$ cat config.mk
export PLATFORM = sky130hd
export DESIGN_NAME = ucode_pipeline
export DESIGN_NICKNAME = d
export VERILOG_FILES = /design/src/rtl/ucode_pkg.sv /design/src/rtl/ucs_ram.sv /design/src/rtl/ucode_pipeline.sv
export SDC_FILE = /design/constraint.sdc
export NUM_CORES = 2
export LEC_CHECK = 0
export ABC_AREA = 1
export CAP_MARGIN = 20
export CORE_MARGIN = 2
export CORE_UTILIZATION = 44
export CTS_CLUSTER_DIAMETER = 40
export DETAILED_ROUTE_END_ITERATION = 7
export GPL_ROUTABILITY_DRIVEN = 0
export SLEW_MARGIN = 5
export SYNTH_ARGS = -nofsm -noshare
export SYNTH_HDL_FRONTEND = slang
export SYNTH_SLANG_ARGS = --single-unit
$ cat constraint.sdc
create_clock -name clk -period 7.5 [get_ports clk]
set_clock_uncertainty 0.1 [all_clocks]
set_input_delay 2.25 -clock clk [delete_from_list [all_inputs] [get_ports clk]]
set_output_delay 2.25 -clock clk [all_outputs]
set_load 0.1 [all_outputs]
$ cat src/rtl/ucode_pkg.sv
// Shared field layout, am2910 opcodes and fixed microword builders for the
// writable control store / pipeline register slice.
package ucode_pkg;

   localparam int Y_W      = 12;
   localparam int I_LSB    = 0;
   localparam int I_W      = 4;
   localparam int CCEN_BIT = 4;
   localparam int CI_BIT   = 5;
   localparam int RLD_BIT  = 6;
   localparam int RSVD_BIT = 7;
   localparam int D_LSB    = 8;
   localparam int D_W      = 12;
   localparam int CTRL_LSB = 20;
   localparam int BASE_W   = 20;

   typedef enum logic [3:0] {
      OP_JZ   = 4'd0,
      OP_CJS  = 4'd1,
      OP_JMAP = 4'd2,
      OP_CJP  = 4'd3,
      OP_PUSH = 4'd4,
      OP_JSRP = 4'd5,
      OP_CJV  = 4'd6,
      OP_JRP  = 4'd7,
      OP_RFCT = 4'd8,
      OP_RPCT = 4'd9,
      OP_CRTN = 4'd10,
      OP_CJPP = 4'd11,
      OP_LDCT = 4'd12,
      OP_LOOP = 4'd13,
      OP_CONT = 4'd14,
      OP_TWB  = 4'd15
   } am2910Op_e;

   // Sequencer-facing low 20 bits of a microword; ctrl sits above CTRL_LSB
   // and is zero-extended by the caller for whatever CTRL_W it uses.
   function automatic logic [BASE_W-1:0] buildBase(
      input logic [I_W-1:0] op,
      input logic           ccenBar,
      input logic           ci,
      input logic           rldBar,
      input logic [D_W-1:0] d
   );
      return {d, 1'b0, rldBar, ci, ccenBar, op};
   endfunction

   function automatic logic [BASE_W-1:0] resetBase();
      return buildBase(OP_JZ, 1'b1, 1'b1, 1'b1, '0);
   endfunction

   // CONT with CI=0 makes the sequencer re-emit the same Y next cycle.
   function automatic logic [BASE_W-1:0] freezeBase();
      return buildBase(OP_CONT, 1'b1, 1'b0, 1'b1, '0);
   endfunction

endpackage

$ cat src/rtl/ucs_ram.sv
// Control-store array: asynchronous read, synchronous write, no reset.
module ucs_ram
   import ucode_pkg::*;
#(
   parameter int DEPTH_LOG = 6,
   parameter int WORD_W    = 28
) (
   input  logic                 clk,
   input  logic                 wr_en,
   input  logic [DEPTH_LOG-1:0] wr_addr,
   input  logic [WORD_W-1:0]    wr_data,
   input  logic [DEPTH_LOG-1:0] rd_addr,
   output logic [WORD_W-1:0]    rd_data
);

   localparam int DEPTH = 1 << DEPTH_LOG;

   logic [WORD_W-1:0] r_mem [DEPTH];

   always_ff @(posedge clk) begin
      if (wr_en) begin
         r_mem[wr_addr] <= wr_data;
      end
   end

   assign rd_data = r_mem[rd_addr];

endmodule

$ cat src/rtl/ucode_pipeline.sv
// Writable control store plus microinstruction pipeline register feeding
// the am2910 sequencer, with hold/freeze and out-of-range address detection.
module ucode_pipeline
   import ucode_pkg::*;
#(
   parameter  int DEPTH_LOG = 6,
   parameter  int CTRL_W    = 8,
   localparam int WORD_W    = BASE_W + CTRL_W
) (
   input  logic                 clk,
   input  logic                 rst,
   input  logic [Y_W-1:0]       y,
   input  logic                 hold,
   input  logic                 wr_en,
   input  logic [DEPTH_LOG-1:0] wr_addr,
   input  logic [WORD_W-1:0]    wr_data,
   output logic [I_W-1:0]       i_out,
   output logic                 ccen_bar,
   output logic                 ci,
   output logic                 rld_bar,
   output logic [D_W-1:0]       d_out,
   output logic [CTRL_W-1:0]    ctrl,
   output logic [WORD_W-1:0]    pl_word,
   output logic                 range_err
);

   localparam logic [WORD_W-1:0] RESET_WORD  = {{CTRL_W{1'b0}}, resetBase()};
   localparam logic [WORD_W-1:0] FREEZE_WORD = {{CTRL_W{1'b0}}, freezeBase()};

   logic [DEPTH_LOG-1:0] w_rdAddr;
   logic [WORD_W-1:0]    w_ramWord;
   logic [WORD_W-1:0]    w_fetchWord;
   logic                 w_outOfRange;

   logic [WORD_W-1:0]    r_plWord;
   logic                 r_rangeErr;

   assign w_rdAddr = y[DEPTH_LOG-1:0];

   ucs_ram #(
      .DEPTH_LOG (DEPTH_LOG),
      .WORD_W    (WORD_W)
   ) u_ram (
      .clk     (clk),
      .wr_en   (wr_en),
      .wr_addr (wr_addr),
      .wr_data (wr_data),
      .rd_addr (w_rdAddr),
      .rd_data (w_ramWord)
   );

   // Shifting rather than slicing keeps this legal when DEPTH_LOG covers all of Y.
   assign w_outOfRange = ((y >> DEPTH_LOG) != '0);

   // A write landing on the address being fetched is forwarded so the
   // pipeline never sees the stale word.
   assign w_fetchWord = (wr_en && (wr_addr == w_rdAddr)) ? wr_data : w_ramWord;

   always_ff @(posedge clk) begin
      if (rst) begin
         r_plWord   <= RESET_WORD;
         r_rangeErr <= 1'b0;
      end else if (hold) begin
         r_plWord   <= FREEZE_WORD;
      end else if (w_outOfRange) begin
         r_plWord   <= FREEZE_WORD;
         r_rangeErr <= 1'b1;
      end else begin
         r_plWord   <= w_fetchWord;
      end
   end

   assign pl_word   = r_plWord;
   assign range_err = r_rangeErr;
   assign i_out     = r_plWord[I_LSB +: I_W];
   assign ccen_bar  = r_plWord[CCEN_BIT];
   assign ci        = r_plWord[CI_BIT];
   assign rld_bar   = r_plWord[RLD_BIT];
   assign d_out     = r_plWord[D_LSB +: D_W];
   assign ctrl      = r_plWord[CTRL_LSB +: CTRL_W];

endmodule

== Word-level counts from Yosys, hierarchy flattened ==
Memories as Yosys holds them, arrays and structs flattened.
Index checks and enable logic that the tools add are counted.

* Output and inout port bits: 56
* Register bits: 29
* Memories kept: 1
* Bits of input ports: 50
* Bits in writable memories: 1792
* Logic and storage cells: 15

{| class="wikitable"
|+ Memories
! memory !! depth !! width !! read ports !! clocked after memory_dff !! write ports !! RTL line !! text
|-
| u_ram.r_mem || 64 || 28 || 1 || 0 || 1 || ucs_ram.sv:18 || <nowiki>logic [WORD_W-1:0] r_mem [DEPTH];</nowiki>
|}

* Equal/unequal tests: 1
* Reduce and logical (&&, ||, !) cells: 4
* Muxes and demuxes: 5
* Bitwise operators: 1

{| class="wikitable"
|+ Operator list
! cell !! number
|-
| $mux W28 || 1
|-
| $mux W6 || 2
|-
| $reduce_bool A12 Y1 || 1
|-
| $eq A6 B6 Y1 || 1
|-
| $reduce_or A3 Y1 || 1
|-
| $mux W1 || 2
|-
| $reduce_and A2 Y1 || 1
|-
| $logic_and A1 B1 Y1 || 1
|-
| $not A1 Y1 || 1
|}

== Longest topological paths before layout ==
* Depth in word-level cells: 5
* Depth in mapped cells: 15
* Depth with buffers taken out: 11

== Modules after synthesis ==
A second synthesis with hierarchy kept.

* Cell total of the unflattened synthesis: 6273
* Area, all modules: 73840.8 sq um

{| class="wikitable"
|+ Modules (own cells, without submodules)
! module !! times used !! sequential area each (sq um) !! area an instance (sq um) !! cells an instance
|-
| ucs_ram || 1 || 53811.6 || 72338.1 || 6057
|-
| ucode_pipeline || 1 || 580.6 || 1502.7 || 216
|}

== Worst setup path after synthesis ==
No wires, ideal clock.

* Path type: input-to-reg
* Start: input wr_en
* End: memory u_ram.r_mem[48][0], enable pin
* Library setup time: 484 ps
* Path buffers: 1
* Arrival: 5519 ps
* Stages on the path: 3
* Setup slack: 1397 ps
* Required time: 6916 ps
* Cell sequence: clkbuf_1 -> nand4_1 -> nor4_1

* Cells in the longest elaborated chain, start to end: 2

{| class="wikitable"
|+ RTL lines
! element !! RTL line !! text
|-
| start: declaration || ucode_pipeline.sv:14 || <nowiki>input logic wr_en,</nowiki>
|-
| $mux W1 || ucs_ram.sv:21 || <nowiki>if (wr_en) begin</nowiki>
|-
| $mux W1 (implied by the code) || ucs_ram.sv:22 || <nowiki>r_mem[wr_addr] <= wr_data;</nowiki>
|-
| end: declaration || ucs_ram.sv:18 ||
|}

Every way passes these cells.

== Final worst setup path ==
* Start: register r_plWord[20] (netlist: pl_word[20])
* End: output pl_word[20]

{| class="wikitable"
|+ RTL lines
! element !! RTL line !! text
|-
| start: declaration || ucode_pipeline.sv:35 || <nowiki>logic [WORD_W-1:0] r_plWord;</nowiki>
|-
| start signal: assignment || ucode_pipeline.sv:69 || <nowiki>r_plWord <= w_fetchWord;</nowiki>
|-
| end: declaration || ucode_pipeline.sv:23 || <nowiki>output logic [WORD_W-1:0] pl_word,</nowiki>
|}

No word-level cell between the ends.

==> out/results.ini <==
[hold_path]
min_to=range_err
min_from=range_err
hold_depth=2
hp-class=register to register

[power]
ir_worst_vdd_v=0.000234
p_leak_nw=29.3
total_power_mw=23.3
power_density_nw_per_um2=278

[route]
drc_errors=0
first_pass_iters=6
via_count=48800
routed_wl_mm=223
drtAntennaViolNets=0
wire_per_inst_um=26.4
drt_iter0_drc=7565
drt-vias-per-instance=5.76

[final_layout]
final_common_cell=nand2_1
final_cell_mix=nand2_1 (1969), edfxtp_1 (1792), nand3_1 (1625)
drive_gt1_frac=0.0862
fin_nets=6138
area_growth_pct=13.8
final_util=0.505

[job]
drv_cap=0

[timing]
min_period_ps=5170
worst_slew_pin_slew_ps=1160
finalSetupViolCount=0
slew_violations=0
fmax_ghz=0.193
relSlewSlack=0.227
fin_crit_sh=0.690
fin_setup_tns_ps=0
hold_viol=0
fin_hold_ws_ps=350
rsz0062_at_grt=no

[synthesis]
synth-seq-area-share=0.741
ys.flop_type=edfxtp_1
synthesis.nets=6146
synth_cells=6096
syn_area_sq_um=73400
synth_edf_count=1792
ys.warnings.count=0
synth_area_per_cell_sq_um=12.0
ys_async_sr_fraction=0
yosysUniqueCellTypes=26
ys_ff_latch=1821

[global_route]
grt_pass1_wl_mm=319
grt_antenna_before_repair=15
grtUsageTotal=0.259
overflow=0
grt_pass1_vias=44600
grt_max_degree=202

[worst_setup_path]
worstReg2RegEnd=pl_word[19]
cp_max_fo=2
path_delay_family=buffers and inverters
reg2reg_from=u_ram.r_mem[33][19]
cp.buffers_inverters=1
ff2ff_setup_slack_ps=4970
crit_path_start_kind=register
crit_chain=clkdlybuf4s50_1
crit_type=register to output pin
reg2reg_depth=10
endpoint_kind=output pin
crit_required_ps=5150
crit_arrival_ps=2820
cpPeakStageDelay_ps=1260
path_depth=1
slowest_stage=clkdlybuf4s50_1

[clock_tree]
clkLatencyLatePin_ps=850
holdBufCountCts=0
cts_max_level=4
cts_tree=yes
post_cts_buffers=0
cts_resized=0
numCtsBuffers=209
cts_buffer_depth=3
clock-sinks=1821
clkTransAtPathRegs_ps=60
clockRootBuffer=clkbuf_16

[die]
fp.dieW_um=412
die_height_um=412
coreArea_sq_um=165000
num_io_pins=106
rows=149
die-area_sq_um=170000
initial_core_util=0.444

[placement]
io_buffers=105
dp_hpwl_mm=126

[status]
status=complete, no violations

## worst max-delay path by stage
stage,start,endpoint
after floorplan,wr_en,u_ram.r_mem[48][0]
after global placement,y[0],pl_word[20]
after detailed placement,y[0],pl_word[20]
after CTS,pl_word[20],pl_word[20]
after global routing,pl_word[20],pl_word[20]
final,pl_word[20],pl_word[20]
## synthesized netlist by cell type, drive strengths merged, types with 4 or more instances
cell type | count | share of area
nand2 | 1969 | 0.10
edfxtp | 1792 | 0.73
nand3 | 1625 | 0.11
buf | 370 | 0.029
nor2 | 106 | 0.0054
clkbuf | 58 | 0.0030
inv | 40 | 0.0021
o21ai | 40 | 0.0027
a21oi | 38 | 0.0026
dfxtp | 29 | 0.0079
nand4 | 10 | 0.00085
nor4 | 8 | 0.00068
o22ai | 4 | 0.00034
## metrics by stage
stage          cell area (sq um)  worst slack, ps  std cells
2_1_floorplan              73400             1400       6096
5_1_grt                    83500             2270       8457
3_5_place_dp               76200             1850       8063
3_3_place_gp               76200             1830       8061
4_1_cts                    83400             2360       8454
6_report                   83500             2330       8461
## cell type report
type	count	area, sq um
timing repair buffer	209	1990
fill	14200	81900
antenna	4	10.0
clock buffer	242	5400
sequential	1821	54400
multi-input combinational	3807	17000
tap	2189	2740
inverter	40	184
clock inverter	149	1820
## power breakdown
part	switching, mW	internal, mW	total (mW)
clock	4.24	6.30	10.5
combinational	1.14	0.304	1.45
sequential	0.0173	11.2	11.3
total	5.40	17.9	23.3
## cell families (layout without fill, tap and decap cells)
logic type / Yosys count / count (layout) / share of synthesized area
AO/OA/AOI/OAI: 84 / 84 / 0.00587
other: 0 / 4 / 0
flip-flops: 1821 / 1821 / 0.741
buffers and inverters: 468 / 640 / 0.0337
AND/OR/NAND/NOR: 3721 / 3721 / 0.219
XOR/XNOR: 2 / 2 / 0.000239
## per-layer routing
layer | part of all wire | vias to the layer above | global-route usage
met5 | 0.00049 | - | 0
met4 | 0.033 | 18 | 0.0888
met3 | 0.11 | 361 | 0.0566
met2 | 0.44 | 2671 | 0.373
met1 | 0.42 | 24100 | 0.386
li1 | - | 21600 | -
## state kept, by name, indices dropped and copies added (netlist names)
signal / count
pl_word: 28
range_err: 1
u_ram.r_mem: 1792
(Power assumes the default switching activity.)
